File: src/rtl/control_alu_32_pkg.sv
// Shared decode constants for the single-cycle MIPS-subset control/ALU slice.
// Opcodes, ALUOp classes, ALU-control function codes and ALU operation selects.
package control_alu_32_pkg;

    localparam logic [5:0] OP_RTYPE = 6'b000000;
    localparam logic [5:0] OP_LW    = 6'b100011;
    localparam logic [5:0] OP_SW    = 6'b101011;
    localparam logic [5:0] OP_BEQ   = 6'b000100;
    localparam logic [5:0] OP_ADDI  = 6'b001000;
    localparam logic [5:0] OP_ANDI  = 6'b001100;
    localparam logic [5:0] OP_ORI   = 6'b001101;

    // ALUOp 2'b11 is never produced by the main decoder but decodes like 2'b10.
    typedef enum logic [1:0] {
        ALUOP_ADD  = 2'b00,
        ALUOP_SUB  = 2'b01,
        ALUOP_FUNC = 2'b10
    } alu_op_e;

    typedef enum logic [3:0] {
        ALU_CTL_AND = 4'b0000,
        ALU_CTL_OR  = 4'b0001,
        ALU_CTL_ADD = 4'b0010,
        ALU_CTL_SUB = 4'b0110,
        ALU_CTL_SLT = 4'b0111,
        ALU_CTL_NOR = 4'b1100
    } alu_ctl_e;

    localparam logic [3:0] FC_ADD = 4'b0000;
    localparam logic [3:0] FC_SUB = 4'b0010;
    localparam logic [3:0] FC_AND = 4'b0100;
    localparam logic [3:0] FC_OR  = 4'b0101;
    localparam logic [3:0] FC_NOR = 4'b0111;
    localparam logic [3:0] FC_SLT = 4'b1010;

    typedef struct packed {
        logic    reg_dst;
        logic    alu_src;
        logic    mem_to_reg;
        logic    reg_write;
        logic    mem_read;
        logic    mem_write;
        logic    branch;
        alu_op_e alu_op;
    } ctrl_t;

endpackage

File: src/rtl/control_alu_32_alu.sv
// Combinational 32-bit ALU: and/or/add/sub/slt/nor with carry, overflow, slt and zero flags.
// slt always comes from the internal subtraction, independent of the selected op.
module alu_32
    import control_alu_32_pkg::*;
#(
    parameter int unsigned N = 32
) (
    input  logic [N-1:0] a,
    input  logic [N-1:0] b,
    input  logic [3:0]   alu_ctl,
    output logic [N-1:0] result,
    output logic         cout,
    output logic         slt,
    output logic         overflow,
    output logic         zero
);

    logic [N:0] add_sum;
    logic [N:0] sub_sum;
    logic       add_ovf;
    logic       sub_ovf;

    always_comb begin
        add_sum = {1'b0, a} + {1'b0, b};
        sub_sum = {1'b0, a} + {1'b0, ~b} + {{N{1'b0}}, 1'b1};
        // carry into the MSB is recovered as a ^ b ^ sum at that bit
        add_ovf = (a[N-1] ^ b[N-1] ^ add_sum[N-1]) ^ add_sum[N];
        sub_ovf = (a[N-1] ^ ~b[N-1] ^ sub_sum[N-1]) ^ sub_sum[N];
        slt     = sub_sum[N-1] ^ sub_ovf;
    end

    always_comb begin
        result   = '0;
        cout     = 1'b0;
        overflow = 1'b0;
        case (alu_ctl)
            ALU_CTL_AND: result = a & b;
            ALU_CTL_OR:  result = a | b;
            ALU_CTL_ADD: begin
                result   = add_sum[N-1:0];
                cout     = add_sum[N];
                overflow = add_ovf;
            end
            ALU_CTL_SUB: begin
                result   = sub_sum[N-1:0];
                cout     = sub_sum[N];
                overflow = sub_ovf;
            end
            ALU_CTL_SLT: result = {{(N-1){1'b0}}, slt};
            ALU_CTL_NOR: result = ~(a | b);
            default:     result = '0;
        endcase
        zero = (result == '0);
    end

endmodule

File: src/rtl/control_alu_32.sv
// Single-cycle execute/control block: main decoder, ALU-control decoder and ALU.
// All outputs are combinational except flags_q, a registered debug copy of the flags.
module control_alu_32
    import control_alu_32_pkg::*;
#(
    parameter int unsigned N = 32
) (
    input  logic         clk,
    input  logic         rst,
    input  logic [5:0]   opcode,
    input  logic [5:0]   funct,
    input  logic [N-1:0] a,
    input  logic [N-1:0] b,
    output logic         reg_dst,
    output logic         alu_src,
    output logic         mem_to_reg,
    output logic         reg_write,
    output logic         mem_read,
    output logic         mem_write,
    output logic         branch,
    output logic [1:0]   alu_op,
    output logic [3:0]   alu_ctl,
    output logic [N-1:0] result,
    output logic         cout,
    output logic         overflow,
    output logic         slt,
    output logic         zero,
    output logic [3:0]   flags_q
);

    ctrl_t    ctrl;
    logic [3:0] fc;
    alu_ctl_e alu_ctl_c;
    logic     funct_hi_unused;

    assign funct_hi_unused = ^funct[5:4];

    always_comb begin
        ctrl        = '0;
        ctrl.alu_op = ALUOP_ADD;
        case (opcode)
            OP_RTYPE: begin
                ctrl.reg_dst   = 1'b1;
                ctrl.reg_write = 1'b1;
                ctrl.alu_op    = ALUOP_FUNC;
            end
            OP_LW: begin
                ctrl.alu_src    = 1'b1;
                ctrl.mem_to_reg = 1'b1;
                ctrl.reg_write  = 1'b1;
                ctrl.mem_read   = 1'b1;
            end
            OP_SW: begin
                ctrl.alu_src   = 1'b1;
                ctrl.mem_write = 1'b1;
            end
            OP_BEQ: begin
                ctrl.branch = 1'b1;
                ctrl.alu_op = ALUOP_SUB;
            end
            OP_ADDI, OP_ANDI, OP_ORI: begin
                ctrl.alu_src   = 1'b1;
                ctrl.reg_write = 1'b1;
                ctrl.alu_op    = ALUOP_FUNC;
            end
            default: ctrl.alu_op = ALUOP_ADD;
        endcase
    end

    assign reg_dst    = ctrl.reg_dst;
    assign alu_src    = ctrl.alu_src;
    assign mem_to_reg = ctrl.mem_to_reg;
    assign reg_write  = ctrl.reg_write;
    assign mem_read   = ctrl.mem_read;
    assign mem_write  = ctrl.mem_write;
    assign branch     = ctrl.branch;
    assign alu_op     = ctrl.alu_op;

    // Immediate ops have no funct field, so they borrow the matching R-type code.
    always_comb begin
        fc = funct[3:0];
        case (opcode)
            OP_ADDI: fc = FC_ADD;
            OP_ANDI: fc = FC_AND;
            OP_ORI:  fc = FC_OR;
            default: fc = funct[3:0];
        endcase
    end

    always_comb begin
        alu_ctl_c = ALU_CTL_ADD;
        case (ctrl.alu_op)
            ALUOP_ADD: alu_ctl_c = ALU_CTL_ADD;
            ALUOP_SUB: alu_ctl_c = ALU_CTL_SUB;
            default: begin
                case (fc)
                    FC_ADD:  alu_ctl_c = ALU_CTL_ADD;
                    FC_SUB:  alu_ctl_c = ALU_CTL_SUB;
                    FC_AND:  alu_ctl_c = ALU_CTL_AND;
                    FC_OR:   alu_ctl_c = ALU_CTL_OR;
                    FC_NOR:  alu_ctl_c = ALU_CTL_NOR;
                    FC_SLT:  alu_ctl_c = ALU_CTL_SLT;
                    default: alu_ctl_c = ALU_CTL_ADD;
                endcase
            end
        endcase
    end

    assign alu_ctl = alu_ctl_c;

    alu_32 #(
        .N (N)
    ) u_alu (
        .a        (a),
        .b        (b),
        .alu_ctl  (alu_ctl),
        .result   (result),
        .cout     (cout),
        .slt      (slt),
        .overflow (overflow),
        .zero     (zero)
    );

    always_ff @(posedge clk or posedge rst) begin
        if (rst) begin
            flags_q <= '0;
        end else begin
            flags_q <= {cout, overflow, slt, zero};
        end
    end

endmodule

File: config.mk
export PLATFORM = sky130hd
export DESIGN_NAME = control_alu_32
export DESIGN_NICKNAME = d
export VERILOG_FILES = /design/src/rtl/control_alu_32_pkg.sv /design/src/rtl/control_alu_32_alu.sv /design/src/rtl/control_alu_32.sv
export SDC_FILE = /design/constraint.sdc
export NUM_CORES = 1
export LEC_CHECK = 0
export ABC_AREA = 1
export CAP_MARGIN = 20
export CORE_MARGIN = 2
export CORE_UTILIZATION = 40
export CTS_BUF_LIST = sky130_fd_sc_hd__clkbuf_4
export CTS_CLUSTER_SIZE = 12
export DETAILED_ROUTE_END_ITERATION = 6
export MAX_ROUTING_LAYER = met4
export PLACE_DENSITY = 0.64
export SLEW_MARGIN = 15
export SYNTH_ARGS = -nofsm -noshare
export SYNTH_HDL_FRONTEND = slang
export SYNTH_HIERARCHICAL = 1
export SYNTH_SLANG_ARGS = --single-unit
export TNS_END_PERCENT = 50
File: constraint.sdc
create_clock -name clk -period 9.35 [get_ports clk]
set_input_delay 2.3375 -clock clk [delete_from_list [all_inputs] [get_ports clk]]
set_output_delay 2.3375 -clock clk [all_outputs]
set_load 0.1 [all_outputs]
==> impl_results.md, run 1 <==
* Cell Pwr Density at 93.7 nW/µm²
* Period utilisation layout at 90.3%
* Fmax at 118 MHz
* Post-synth EDFFs at 0
* Core area at 16500 µm²
* Top FF cell, synth: dfrtp_1
* Met2 Use GR at 46.6%
* Global-route usage over all layers at 29.6%
* Initial antenna violation count at 0
* Crit path cell chain: clkdlybuf4s50_1 > inv_1 > nor2_2 > nand3_2 > nand2_1 > inv_1 > nand2_2 > nand3_1 > a21oi_4 > inv_1 > nand2_1 > nor2_2 > buf_4 > a221oi_1 > nand3_1 > nor2_1 > nand2_1 > nor2_1 > nand2_1 > nor2_4 > buf_4
* Syn nets at 1458
* Max_slew headroom at 34.7%
* Most frequent cells in the layout: 337 x nand2_1, 242 x inv_1, 142 x nand3_1
* Nets at 1568
* Max reg flops at 4
* CP Capture Type: output port
* VDD IR max at 0.102 mV
* Seq/Total Area, Yosys at 1.50%
* Diode count at 0
* Clock-pin slew on the worst setup and hold paths at 0.03 ns
* Critical Path Most Common Cell: nand2_1
* CTS tree: yes
* Grt met3 use at 2.47%
* Die height at 133 µm
* Startpoint Class: primary input
* Pin count of the biggest net entering global routing at 21
* Synth Instances at 1277
* CP delay by family, top: simple AND/OR/NAND/NOR gates
* Area growth syn-to-layout at 20.8%
* Critical-path top delay cell: a221oi_1
* Setup-failing EPs final at 0
* Vias in the first global route at 7717
* Most common cell after layout, fill and taps aside: nand2_1
* Yosys reg bits at 4
* CTS resizes at 0
* Fill cells at 1859
* Synthesized area at 6690 µm²
* Hpwl dp at 22700 µm
* DRC viols at 0
* Design Power at 758 µW
* Leakage at 4.54 nW
* Gr busiest metal: met2
* Biggest regs: flags_q: 4 flops
* Tmin final at 8.44 ns
* CP bufs+invs at 6
* Syn_area_per_cell at 5.24 µm²
* Total number of H-tree levels at 1
* Die ar. at 17800 µm²
* Post-Route WL at 26100 µm
* Max incr delay on CP at 0.64 ns
* CTS buffer count at 3
* I/O Pins at 131
* Synth cell types at 38
* Via density at 5.24
* Worst EP required at 7.01 ns
* Vias after detailed routing at 8409
* RSZ-0062 raised after global routing: false
* Largest Register: flags_q
* Total gr overflow at 0
* Status: finished, final reports clean
* PortBufs at 128
* YS warnings at 6
* Worst EP arrival at 6.10 ns
* Setup TNS at 0 ns
* Max_cap viols at 0
* Fin. Hold Viols at 0
* Setup bufs post-CTS at 0
* Crit-path max FO at 19
* Synth async-reset ratio at 100%
* Hold Crit Class: in -> async
* Routability cong. at 1.01
* Critical path type: in -> out
* Hold_buf cts at 0
* 1st-pass router iterations at 6
* DRC violation total after the first TritonRoute iteration at 696
* Rows at 47
* Worst slew pin tran at 0.977 ns
* Detail Route Antenna Nets at 0
* Clk buf depth at 2
* Die Wd at 133 µm
* Final Slew Violations at 0
* CTS Sinks at 4
* First-pass GRT wire length at 40600 µm
* Initial Util at 40.7%
* Routed WL per cell at 16.3 µm
* Root Buffer: clkbuf_4
* Met1 Track Usage GR at 41.1%
* Share of layout cells above drive strength 1 at 7.44%
==> cell families (layout without fill, tap and decap cells) <==
kind of cell / Yosys count / in the layout / synth area share (%)
AO/OA/AOI/OAI: 187 / 187 / 16.9
XOR/XNOR: 2 / 2 / 0.262
adder cells (fa/ha/maj): 103 / 103 / 19.5
buffers and inverters: 284 / 392 / 17.0
flip-flops: 4 / 4 / 1.50
AND/OR/NAND/NOR: 697 / 697 / 44.9
==> synth_stat cells, types with 3 or more instances <==
cell type  count  area [µm²]
a211oi_1       3        22.5
a21oi_1       77         385
a21oi_2        6        52.6
a221oi_1      29         254
and2_1         7        43.8
buf_2         13        65.1
buf_4          6        45.0
buf_6          4        45.0
clkbuf_1       7        26.3
dfrtp_1        4         100
ha_1         101        1260
inv_1        242         908
inv_2          9        33.8
nand2_1      337        1260
nand2_2       14        87.6
nand3_1      143         716
nand3_2        4        40.0
nand4_1       19         119
nor2_1       141         529
nor2_2        10        62.6
nor3_1        13        65.1
nor4_1         3        18.8
o21ai_0       50         250
o21bai_1      14         105
o22ai_1        3        18.8
==> layer usage <==
layer | vias to the layer above | routed length (µm)
met3 | 38 | 2220
met4 | 0 | 718
met5 | - | 0
met2 | 362 | 11200
met1 | 3704 | 11900
li1 | 4305 | -
==> metrics by stage <==
step                      hold slack [ns]  setup WS (ns)  util (%)  std cells  area (µm²)
final                                2.29          0.908      49.1       1605        8090
after CTS                            2.29          0.985      49.1       1605        8090
after global routing                 2.31          0.682      49.1       1605        8090
after detailed placement             2.53           1.00      49.0       1602        8060
after floorplan                      2.10         0.0585         -       1277        6710
after global placement               2.53           1.05      49.0       1602        8060
==> cell type report <==
type	instances	area (µm²)	share of cell area, %
tap	220	275	3.40
multi-input combinational	989	5480	67.8
inverter	252	947	11.7
timing repair buffer	137	1260	15.6
clock buffer	3	22.5	0.279
sequential	4	100	1.24
==> where the power goes <==
part | internal (mW) | leakage (nW) | switching, mW
combinational | 0.184 | 4.48 | 0.533
clock | 0.0143 | 0.0138 | 0.00624
sequential | 0.0203 | 0.0490 | 0.000671
total | 0.218 | 4.54 | 0.539
==> worst max-delay path by stage <==
stage                    from  endpoint  slack (ns)  cells after the start
floorplan           opcode[4]      zero        0.06                     18
CTS                 opcode[3]      zero        0.99                     21
global route        opcode[3]      zero        0.68                     21
finish              opcode[3]      zero        0.91                     21
global placement    opcode[3]      zero        1.05                     21
detailed placement  opcode[3]      zero        1.00                     21
(Power assumes the default switching activity.)
==> inputs of run 2 (changes only) <==
Settings changed: DONT_BUFFER_PORTS from default to 1, PLACE_DENSITY 0.64 to 0.54.
==> impl_results.md, run 2 (synthesis gave the netlist of run 1 again) <==
* Root Buffer: clkbuf_4
* Top Layer Used: met4
* CTS tree: yes
* Vias after detailed routing at 8108 (-3.6%)
* Most frequent cells in the layout: 337 x nand2_1, 241 x inv_1, 142 x nand3_1
* CP bufs+invs at 4 (-2)
* Initial antenna violation count at 0 (unchanged)
* Worst EP arrival at 6.04 ns (-0.06 ns)
* Routed met1 length at 11300 µm (-5.1%)
* Fmax at 119 MHz (+0.77%)
* First-pass GRT wire length at 38100 µm (-6.1%)
* Final Slew Violations at 0 (unchanged)
* Pin count of the biggest net entering global routing at 33 (+57%)
* Most common cell after layout, fill and taps aside: nand2_1
* DRC violation total after the first TritonRoute iteration at 696 (unchanged)
* Period utilisation layout at 89.6% (-0.69 points)
* CP delay by family, top: simple AND/OR/NAND/NOR gates
* Critical-path top delay cell: nor2_4
* I/O Pins at 131 (unchanged)
* Max_slew headroom at 22.0% (-13 points)
* Largest Register: flags_q
* Max reg flops at 4 (unchanged)
* VDD IR max at 0.0838 mV (-18%)
* Total gr overflow at 0 (unchanged)
* Rows at 47 (unchanged)
* Global-route usage over all layers at 27.4% (-2.2 points)
* Die height at 133 µm (unchanged)
* Hold slack at 1.87 ns (-0.421 ns)
* Routability cong. at 1.05 (+3.5%)
* Crit-path max FO at 24 (+5)
* Vias in the first global route at 7395 (-4.2%)
* Crit path capture: zero
* Routed WL per cell at 16.3 µm (+0.52%)
* Area growth syn-to-layout at 7.20%
* Setup bufs post-CTS at 0 (unchanged)
* Fill cells at 1915 (+3.0%)
* Post-Route WL at 24700 µm (-5.4%)
* CP Capture Type: output port
* Hpwl dp at 21000 µm (-7.6%)
* Clock-pin slew on the worst setup and hold paths at 0.04 ns (about the same)
* Hold Crit Class: in -> async
* CTS resizes at 0 (unchanged)
* Die ar. at 17800 µm² (unchanged)
* WL met2 at 10800 µm (-3.7%)
* Via density at 5.37 (+2.5%)
* Total number of H-tree levels at 1 (unchanged)
* Nets at 1473 (-6.1%)
* CP Depth at 19 (-9.5%)
* Crit path cell chain: inv_1 > nor2_2 > nand3_2 > nand3_1 > nand2_1 > inv_1 > nand3_2 > inv_1 > nor2_1 > nand2_1 > inv_1 > o21ai_0 > a21oi_1 > a211oi_1 > and2_1 > nand4_1 > nor2_1 > nand3_1 > nor2_4
* Worst slew pin tran at 1.17 ns (+0.194 ns)
* DRC viols at 0 (unchanged)
* Area of the multi-input gates at 5500 µm² (+0.23%)
* Worst EP required at 7.01 ns (about the same)
* Cell Pwr Density at 99.0 nW/µm² (+5.7%)
* Setup TNS at 0 ns (unchanged)
* Setup crit start: opcode[3]
* Core area at 16500 µm² (unchanged)
* Max_cap viols at 0 (unchanged)
* Clk buf depth at 2 (unchanged)
* Biggest regs: flags_q: 4 flops
* CTS buffer count at 3 (unchanged)
* Hold_buf cts at 0 (unchanged)
* Critical path type: in -> out
* Fin. Hold Viols at 0 (unchanged)
* Detail Route Antenna Nets at 0 (unchanged)
* Diode count at 0 (unchanged)
* WL met3 at 2180 µm (-1.8%)
* Tmin final at 8.38 ns (-0.0647 ns)
* Die Wd at 133 µm (unchanged)
* 1st-pass router iterations at 6 (unchanged)
* Leakage at 4.19 nW (-7.9%)
* Critical Path Most Common Cell: inv_1
* CTS Sinks at 4 (unchanged)
* PortBufs at 0 (-100%)
* Share of layout cells above drive strength 1 at 7.98% (+0.55 points)
* Startpoint Class: primary input
* Max incr delay on CP at 0.56 ns (-0.08 ns)
* Status: finished, final reports clean
* Initial Util at 40.7% (unchanged)
* Register area at 100 µm² (unchanged)
* RSZ-0062 raised after global routing: false
* Setup-failing EPs final at 0 (unchanged)
## run 2: cell count changes in the layout (fill, tap and decap cells not counted), sizes merged
cell,delta
clkdlybuf4s50,-92
buf,-3
## run 2: how the worst min path moves through the flow
stage / startpoint / to / slack (ns) / cells past startpoint
CTS: rst / flags_q[0] / 1.87 / 1
global placement: rst / flags_q[0] / 2.11 / 1
floorplan: rst / flags_q[0] / 2.10 / 1
detailed placement: rst / flags_q[0] / 2.12 / 1
global route: rst / flags_q[2] / 1.87 / 1
finish: rst / flags_q[0] / 1.87 / 1
## run 2: final cells by class
type,count,area share [%]
Inverter,252,13.2
Clock buffer,3,0.314
Sequential cell,4,1.39
Tap cell,220,3.84
Timing Repair Buffer,42,4.67
Multi-Input combinational cell,989,76.6
## run 2: metal layers
| layer | up-vias | GRT usage, % |
|---|---|---|
| met2 | 341 | 43.7 |
| met4 | 0 | 4.73 |
| li1 | 4107 | - |
| met5 | - | - |
| met1 | 3632 | 37.7 |
| met3 | 28 | 3.23 |
## run 2: per-stage QoR
step | instances | util [%] | cell area (µm²) | setup WS [ns] | power (mW)
3_5_place_dp | 1507 | 43.4 | 7150 | 0.997 | 0.680
3_3_place_gp | 1507 | 43.4 | 7150 | 1.03 | 0.678
2_1_floorplan | 1277 | - | 6710 | 0.0585 | 0.546
4_1_cts | 1510 | 43.6 | 7180 | 0.989 | 0.704
6_report | 1510 | 43.6 | 7180 | 0.972 | 0.711
5_1_grt | 1510 | 43.6 | 7180 | 0.614 | 0.759
## run 2: where the power goes
part | internal, mW | switching (mW) | leakage (nW)
Clock | 0.0143 | 0.00635 | 0.0138
Combinational | 0.150 | 0.496 | 4.12
Sequential | 0.0200 | 0.0232 | 0.0490
Total | 0.185 | 0.526 | 4.19
==> inputs of run 3 (changes only) <==
Settings changed: CAP_MARGIN 20 to 25, CORE_UTILIZATION 40 to 50, PLACE_DENSITY 0.54 to 0.65.
==> impl_results.md, run 3 (synthesis gave the netlist of run 1 again) <==
* Die ar. at 14300 µm² (-19%)
* CTS resizes at 0 (unchanged)
* Hold_buf cts at 0 (unchanged)
* Hold slack at 1.85 ns (-0.0195 ns)
* Power share of the sequential group at 5.9% (-0.2 points)
* Die Wd at 120 µm (-10%)
* Setup bufs post-CTS at 0 (unchanged)
* 1st-pass router iterations at 5 (-1)
* Initial antenna violation count at 0 (unchanged)
* Clk buf depth at 2 (unchanged)
* Fin. Hold Viols at 0 (unchanged)
* Rows at 42 (-11%)
* Int Pwr at 195 µW (+5.5%)
* Fmax at 121 MHz (+1.2%)
* Vias in the first global route at 7529 (+1.8%)
* Root Buffer: clkbuf_4
* Total gr overflow at 0 (unchanged)
* Largest Register: flags_q
* Max_cap viols at 0 (unchanged)
* Total number of H-tree levels at 1 (unchanged)
* Vias after detailed routing at 8260 (+1.9%)
* CP Capture Type: output port
* Setup TNS at 0 ns (unchanged)
* Diode count at 0 (unchanged)
* Worst EP required at 7.01 ns (about the same)
* Startpoint Class: primary input
* Detail Route Antenna Nets at 0 (unchanged)
* Clock power share at 3.2% (+0.3 points)
* Initial Util at 51.0% (+10 points)
* Max reg flops at 4 (unchanged)
* Switching share of total power at 73.1% (-0.92 points)
* Crit-path max FO at 20 (-17%)
* Placed Area at 7180 µm² (+0.31%)
* Hpwl dp at 21000 µm (-0.28%)
* I/O Pins at 131 (unchanged)
* VDD IR max at 0.0833 mV (-0.59%)
* Power share of the combinational group at 90.9% (about the same)
* Met2 Use GR at 53.4% (+9.7 points)
* Critical path type: in -> out
* Clock-pin slew on the worst setup and hold paths at 0.04 ns (about the same)
* CTS tree: yes
* Share of layout cells above drive strength 1 at 8.33% (+0.34 points)
* Core area at 13100 µm² (-20%)
* Tmin final at 8.28 ns (-0.101 ns)
* Area growth syn-to-layout at 7.76%
* Via density at 5.61 (+4.4%)
* Cell Pwr Density at 100 nW/µm² (+1.4%)
* Setup crit start: opcode[3]
* Global-route usage over all layers at 34.4% (+7.0 points)
* Final Slew Violations at 0 (unchanged)
* CTS buffer count at 3 (unchanged)
* PortBufs at 0 (unchanged)
* Post-Route WL at 24500 µm (-0.75%)
* Worst EP arrival at 5.94 ns (-0.10 ns)
* Worst slew pin tran at 1.02 ns (-0.152 ns)
* DRC viols at 0 (unchanged)
* Biggest regs: flags_q: 4 flops
* Die height at 120 µm (-10%)
* Pin count of the biggest net entering global routing at 25 (-24%)
* Most frequent cells in the layout: 337 x nand2_1, 241 x inv_1, 142 x nand3_1
* Leakage at 4.23 nW (+1.1%)
* Gr busiest metal: met2
* Period utilisation layout at 88.5% (-1.1 points)
* Routability cong. at 1.05 (-0.21%)
* Met1 Track Usage GR at 47.4% (+9.7 points)
* DRC violation total after the first TritonRoute iteration at 733 (+5.3%)
* Final Cell Area at 7210 µm² (+0.52%)
* First-pass GRT wire length at 38000 µm (-0.18%)
* CTS Sinks at 4 (unchanged)
* RSZ-0062 raised after global routing: false
* Net switching power at 529 µW (+0.66%)
* Nets at 1480 (+0.48%)
* Setup-failing EPs final at 0 (unchanged)
* Hold Crit Class: in -> async
* Routed WL per cell at 16.6 µm (+1.7%)
* Grt met3 use at 4.37% (+1.1 points)
* Max_slew headroom at 31.9% (+10 points)
* Most common cell after layout, fill and taps aside: nand2_1
* Status: finished, final reports clean
* Fill cells at 1513 (-21%)
[run 3: metal layers]
metal / routed length [µm] / vias up
met2: 10300 / 419
met1: 10900 / 3671
li1: - / 4121
met3: 2440 / 49
met5: 0 / -
met4: 790 / 0
[run 3: final timing paths]
kind	cells past startpoint	end
max	19	zero
min	1	flags_q[1]
max in group asynchronous	1	flags_q[2]
min in group clk	6	flags_q[3]
[run 3: power by group through the flow]
stage	sequential, mW	combinational, mW	clock, mW
global route	0.0435	0.705	0.0244
finish	0.0430	0.658	0.0230
global placement	0.0433	0.634	0
CTS	0.0431	0.650	0.0243
floorplan	0.0432	0.503	0
detailed placement	0.0433	0.647	0
[run 3: critical path, stage by stage]
cell	delay, ns
inv_1	0.04
nor2_2	0.12
nand3_2	0.13
nand2_2	0.11
inv_1	0.06
nand2_2	0.44
nand3_2	0.11
buf_4	0.25
inv_1	0.15
nor2_1	0.08
nand2_1	0.09
inv_1	0.41
nand3_1	0.32
nand3_1	0.17
nor2_1	0.13
nand2_1	0.11
nor2_1	0.16
nand2_1	0.15
nor2_4	0.55
[run 3: per-stage QoR]
step / worst slack (ns) / instances / util [%] / power (mW)
global route: 0.834 / 1473 / 54.9 / 0.773
detailed placement: 0.946 / 1469 / 54.6 / 0.691
floorplan: 0.0585 / 1277 / - / 0.546
finish: 1.07 / 1473 / 54.9 / 0.724
CTS: 0.932 / 1472 / 54.8 / 0.717
global placement: 1.05 / 1465 / 54.1 / 0.677
[run 3: final cells by class]
class / count / area [µm²] / share of cell area (%)
inverter: 252 / 947 / 13.1
multi-input combinational: 989 / 5500 / 76.2
sequential: 4 / 100 / 1.39
timing repair buffer: 49 / 428 / 5.93
tap: 176 / 220 / 3.05
clock buffer: 3 / 22.5 / 0.312
